## src/rtl/snake_pkg.sv

```systemverilog
// snake_pkg: shared widths, requester IDs and scheduler state encoding for the snake datapath
package snake_pkg;
  localparam int SNAKE_COORD_W = 5;
  localparam int SUB_SCHED_MAX_REQ = 4;
  localparam logic [1:0] REQ_DX = 2'd0;
  localparam logic [1:0] REQ_DY = 2'd1;
  localparam logic [1:0] REQ_WALL = 2'd2;
  localparam logic [1:0] REQ_BODY = 2'd3;
  typedef enum logic {S_IDLE, S_HOLD} state_t;
endpackage

```

## src/rtl/fiveBitSubtractor.sv

```systemverilog
// fiveBitSubtractor: ripple-borrow a - b modulo 32, no borrow out
module fiveBitSubtractor
  import snake_pkg::*;
(
  input  logic [SNAKE_COORD_W-1:0] a,
  input  logic [SNAKE_COORD_W-1:0] b,
  output logic [SNAKE_COORD_W-1:0] d
);
  logic [SNAKE_COORD_W-1:0] br;
  assign br[0] = 1'b0;
  for (genvar i = 0; i < SNAKE_COORD_W; i++) begin : g_bit
    assign d[i] = a[i] ^ b[i] ^ br[i];
    if (i < SNAKE_COORD_W - 1) begin : g_br
      assign br[i+1] = (~a[i] & b[i]) | (~(a[i] ^ b[i]) & br[i]);
    end
  end
endmodule

```

## src/rtl/snake_sub_scheduler.sv

```systemverilog
// snake_sub_scheduler: round-robin time-share of one subtractor; SUB_SCHED_ZERO_FLAG_EN adds RSP_ZERO
module snake_sub_scheduler
  import snake_pkg::*;
#(
  parameter int N_REQ = SUB_SCHED_MAX_REQ,
  parameter int W = SNAKE_COORD_W
) (
  input  logic             CLK,
  input  logic             RST,
  input  logic [N_REQ-1:0] REQ_VALID,
  output logic [N_REQ-1:0] REQ_READY,
  input  logic [N_REQ*W-1:0] REQ_A,
  input  logic [N_REQ*W-1:0] REQ_B,
  output logic             RSP_VALID,
  input  logic             RSP_READY,
  output logic [1:0]       RSP_ID,
  output logic [W-1:0]     RSP_D
`ifdef SUB_SCHED_ZERO_FLAG_EN
  ,
  output logic             RSP_ZERO
`endif
);
  state_t state;
  logic [1:0] ptr, win;
  logic [N_REQ-1:0] rot;
  logic [W-1:0] a, b, d;
  logic acc, take;
  assign rot = N_REQ'({REQ_VALID, REQ_VALID} >> ptr);
  // first valid requester at or after ptr; scanning downward leaves the nearest one
  always_comb begin
    win = ptr;
    for (int k = N_REQ - 1; k >= 0; k--)
      if (rot[k]) win = 2'((int'(ptr) + k) % N_REQ);
  end
  // route the winner's operands into the shared subtractor
  always_comb begin
    a = '0;
    b = '0;
    for (int i = 0; i < N_REQ; i++)
      if (2'(i) == win) begin
        a = REQ_A[i*W +: W];
        b = REQ_B[i*W +: W];
      end
  end
  assign acc = !RST && (state == S_IDLE || RSP_READY);
  assign REQ_READY = acc ? N_REQ'(1) << win : '0;
  assign take = |(REQ_VALID & REQ_READY);
  assign RSP_VALID = state == S_HOLD;
  fiveBitSubtractor u_sub (.a(a), .b(b), .d(d));
  // response holding FSM: capture on accept, release when consumed with nothing pending
  always_ff @(posedge CLK)
    if (RST) begin
      state <= S_IDLE;
      ptr <= '0;
      RSP_D <= '0;
      RSP_ID <= '0;
`ifdef SUB_SCHED_ZERO_FLAG_EN
      RSP_ZERO <= 1'b0;
`endif
    end else if (take) begin
      state <= S_HOLD;
      ptr <= 2'((int'(win) + 1) % N_REQ);
      RSP_D <= d;
      RSP_ID <= win;
`ifdef SUB_SCHED_ZERO_FLAG_EN
      RSP_ZERO <= d == '0;
`endif
    end else if (RSP_READY) state <= S_IDLE;
endmodule

```

## config.mk

```make
export PLATFORM = sky130hd
export DESIGN_NAME = snake_sub_scheduler
export DESIGN_NICKNAME = d
export VERILOG_FILES = /design/src/rtl/snake_pkg.sv /design/src/rtl/fiveBitSubtractor.sv /design/src/rtl/snake_sub_scheduler.sv
export SDC_FILE = /design/constraint.sdc
export NUM_CORES = 1
export LEC_CHECK = 0
export ABC_AREA = 1
export CORE_MARGIN = 2
export CORE_UTILIZATION = 42
export CTS_BUF_LIST = sky130_fd_sc_hd__clkbuf_16
export DETAILED_ROUTE_END_ITERATION = 8
export PLACE_DENSITY_LB_ADDON = 0.1
export SKIP_LAST_GASP = 1
export SLEW_MARGIN = 20
export SYNTH_ARGS = -nofsm -noshare
export SYNTH_HDL_FRONTEND = slang
export SYNTH_SLANG_ARGS = --single-unit
```

## constraint.sdc

```tcl
create_clock -name CLK -period 9.96 [get_ports CLK]
set_input_delay 2.988 -clock CLK [delete_from_list [all_inputs] [get_ports CLK]]
set_output_delay 2.988 -clock CLK [all_outputs]
set_load 0.01 [all_outputs]
```

==> summary.txt <==
Logic synthesis
  • Mux cell area share after synthesis: 0%
  • Post-synthesis sequential area ratio: 18.6%
  • Compound-Gate Fraction of Synth Area: 24.1%
  • Synth area leader: dfxtp_1
  • Adder-cell share of the synthesized area: 11.4%
  • Mapped Avg Cell Area: ~6.6 um2
  • Gate Count Post-Synth: about 160
  • Synthesized netlist net count: 217
  • Yosys reg bits: 10
  • YS warnings: 0
  • Largest family of logic cells by synthesized area: simple AND/OR/NAND/NOR gates
  • Xor and xnor area share after synthesis: under 10%
  • Main area contributors after synthesis: dfxtp_1 (19%), nand2_1 (13%), a21oi_1 (7.9%)
  • Yosys top cell area share: 18.6%
  • Unique masters post-synth: 30
  • Simple-Gate Fraction of Synth Area: between 30% and 40%
  • Post-Syn Area: 1070 um2

Placement
  • IO Port Bufs: 58
  • Pre-CTS setup slack: 1.46 ns
  • Placer Congestion: about 0.74
  • Placed Area: 1660 um2
  • DP HPWL: 2.59 mm

Finish
  • Area occupied by multi-input gates: ~750 um2
  • Syn-to-layout area delta: 61.4%
  • Most frequent cells in the layout: clkdlybuf4s50_1 (58), nand2_1 (37), a21oi_1 (17)
  • Most common cell after layout, fill and taps aside: clkdlybuf4s50_1
  • Layout cell share with drive strength beyond 1: about a tenth
  • Filler cells: 213
  • N_diodes: 0
  • Nets: 275
  • Final Instance Area: 1730 um2
  • Reg area: 200 um2

Detailed routing
  • Met3 routed WL: 165 um
  • Met2 wire length: 1.74 mm
  • Routed length per instance: 13.0 um
  • DR iter-0 viols: between 40 and 50
  • DR vias: 1300
  • Metal-1 WL: approximately 1.3 mm
  • Top Layer Used: met4
  • Post-route ant nets: 0
  • Detailed Routing Iterations Pass 1: 4
  • Final WL: 3.24 mm
  • DR vias/cell: 5.22
  • Residual DRC: 0

Floorplan
  • FP Rows: 18
  • Core area: 2450 um2
  • DIE WIDTH: 54.6 um
  • Io pins: 59
  • Chip height: 54.6 um
  • Die Footprint: ~3000 um2
  • Initial core utilization: between 40 and 50%

CTS
  • Cts hold-fix bufs: 0
  • Inserted Clock Buffers: 3
  • TritonCTS clock tree: done
  • Root buf cell: clkbuf_16
  • Worst-path clk slew: about 0.040 ns
  • Sink Count: 10
  • Post-CTS setup buffer count: 0
  • Worst-skew pair later-pin latency: 0.24 ns
  • H-tree levels: 1
  • Post-cts repair resize count: 0
  • CTS Buffer Depth: 2

GRT
  • Total grt overflow: 0
  • Largest net degree at the start of global routing: 15
  • Number of global-route vias before repair: 1253
  • GRT Total Usage: 23.7%
  • First-pass GRT wire length: 5.17 mm
  • Initial antenna violation count: 0

Timing
  • Clock Skews: 0.000403 ns
  • Fin worst setup slack: 1.46 ns
  • RSZ-0062 raised after global routing: false
  • Relative slew margins: 74.6%
  • Fin. Hold Viols: 0
  • Period Utilization, post-route: 85.4%
  • Final hold slack: 0.471 ns
  • Fmax: roughly 120 MHz
  • Final setup viols: 0
  • Setup TNS: 0 ns
  • Measured slew at the worst slew-check pin: 0.378 ns
  • Final min period: 8.50 ns
  • Slew Viols, Final: 0

Setup path
  • Crit path max fanout: 11
  • R2R Path Start: ptr[0]$_SDFFE_PP0P_
  • Crit path DAT: 5.51 ns
  • CP Data Required Time: 6.97 ns
  • Kind of end point of the critical path: output pin
  • Startpoint types: input port
  • Register-to-register setup slack: slightly below 6 ns
  • RR Endpoint: RSP_D[4]$_SDFFE_PP0P_
  • Critical path type: input port to output pin
  • Worst-case reg-to-reg path depth: 27

Min path
  • Hold path cells: 2
  • HP Start: RSP_ID[0]$_SDFFE_PP0P_
  • Worst Hold Class: flop to flop
  • Hold Path Sink: RSP_ID[0]$_SDFFE_PP0P_

Run status
  • Status: completed

Pwr
  • Maximum vdd drop: 0.000232 V
  • Power per Cell Area: about 310 nW/um2
  • Final Power: 543 uW
  • LEAKAGE: about 0.75 nW

Run
  • Max Cap Viol: 0
## metal layers
layer,GRT usage [%],up-vias
li1,-,652
met1,27.3,593
met2,43.7,49
met3,4.10,6
met4,7.50,0
met5,0,-
## final cells by class
cell class              count  area share (%)
clock buffers               3            4.33
flip-flops and latches     10            11.5
inverters                  20            5.27
well taps                  30            2.16
clock inverters             1           0.216
repair buffers             58            33.5
multi-input cells         127            43.0
## worst max-delay path: stages
cell	delay, ns
clkdlybuf4s50_1	0.52
inv_1	0.06
nand2_1	0.08
nand2_1	0.07
nand2_1	0.05
nand2_1	0.08
nand3_1	0.08
o21ai_1	0.06
nand2_1	0.06
nand2_1	0.11
inv_1	0.10
ha_1	0.36
bufinv_8	0.27
nor2_4	0.11
clkdlybuf4s50_1	0.54
## logic make-up (layout without fill, tap and decap cells)
kind of cell / Yosys count / count (layout)
AO/OA/AOI/OAI: 45 / 45
XOR/XNOR: 4 / 4
adder cells (fa/ha/maj): 8 / 8
buffers and inverters: 25 / 82
flip-flops: 10 / 10
AND/OR/NAND/NOR: 70 / 70
## registers in the layout, indices dropped and copies added (netlist names)
register   flops
RSP_D          5
RSP_ID         2
RSP_VALID      1
ptr            2
## worst max-delay path by stage
stage	slack, ns	startpoint	to	depth (start not counted)
6_report	1.46	REQ_VALID[0]	REQ_READY[3]	15
3_3_place_gp	1.53	REQ_VALID[3]	REQ_READY[3]	15
5_1_grt	1.27	REQ_VALID[0]	REQ_READY[3]	15
2_1_floorplan	2.86	REQ_VALID[3]	REQ_READY[1]	13
3_5_place_dp	1.46	REQ_VALID[0]	REQ_READY[3]	15
4_1_cts	1.45	REQ_VALID[0]	REQ_READY[3]	15
## power by group
group	switching, mW	internal (mW)	leakage, nW
combinational	0.233	0.173	0.632
sequential	0.0114	0.0536	0.0823
clock	0.0194	0.0527	0.0385
## synthesized netlist by cell type
cell      count
a21oi_1      17
a21oi_2       1
a221oi_1      2
a22oi_1       6
buf_4         1
buf_6         2
bufinv_8      1
clkbuf_1      2
clkinv_1      1
dfxtp_1      10
fa_1          3
ha_1          5
inv_1        12
inv_2         5
inv_4         1
nand2_1      37
nand2_2       6
nand2_4       1
nand3_1       9
nand3_2       1
nor2_1       12
nor2_2        1
nor2_4        2
nor3b_2       1
o211ai_1      1
o21ai_0      10
o21ai_1       6
o31ai_1       2
xnor2_1       2
xor2_1        2
## stage by stage
step	std cells	utilization [%]
finish	249	70.6
global route	249	70.6
floorplan	162	-
detailed placement	245	67.4
CTS	249	70.6
global placement	245	67.4
Power figures use the tool's default switching activity.
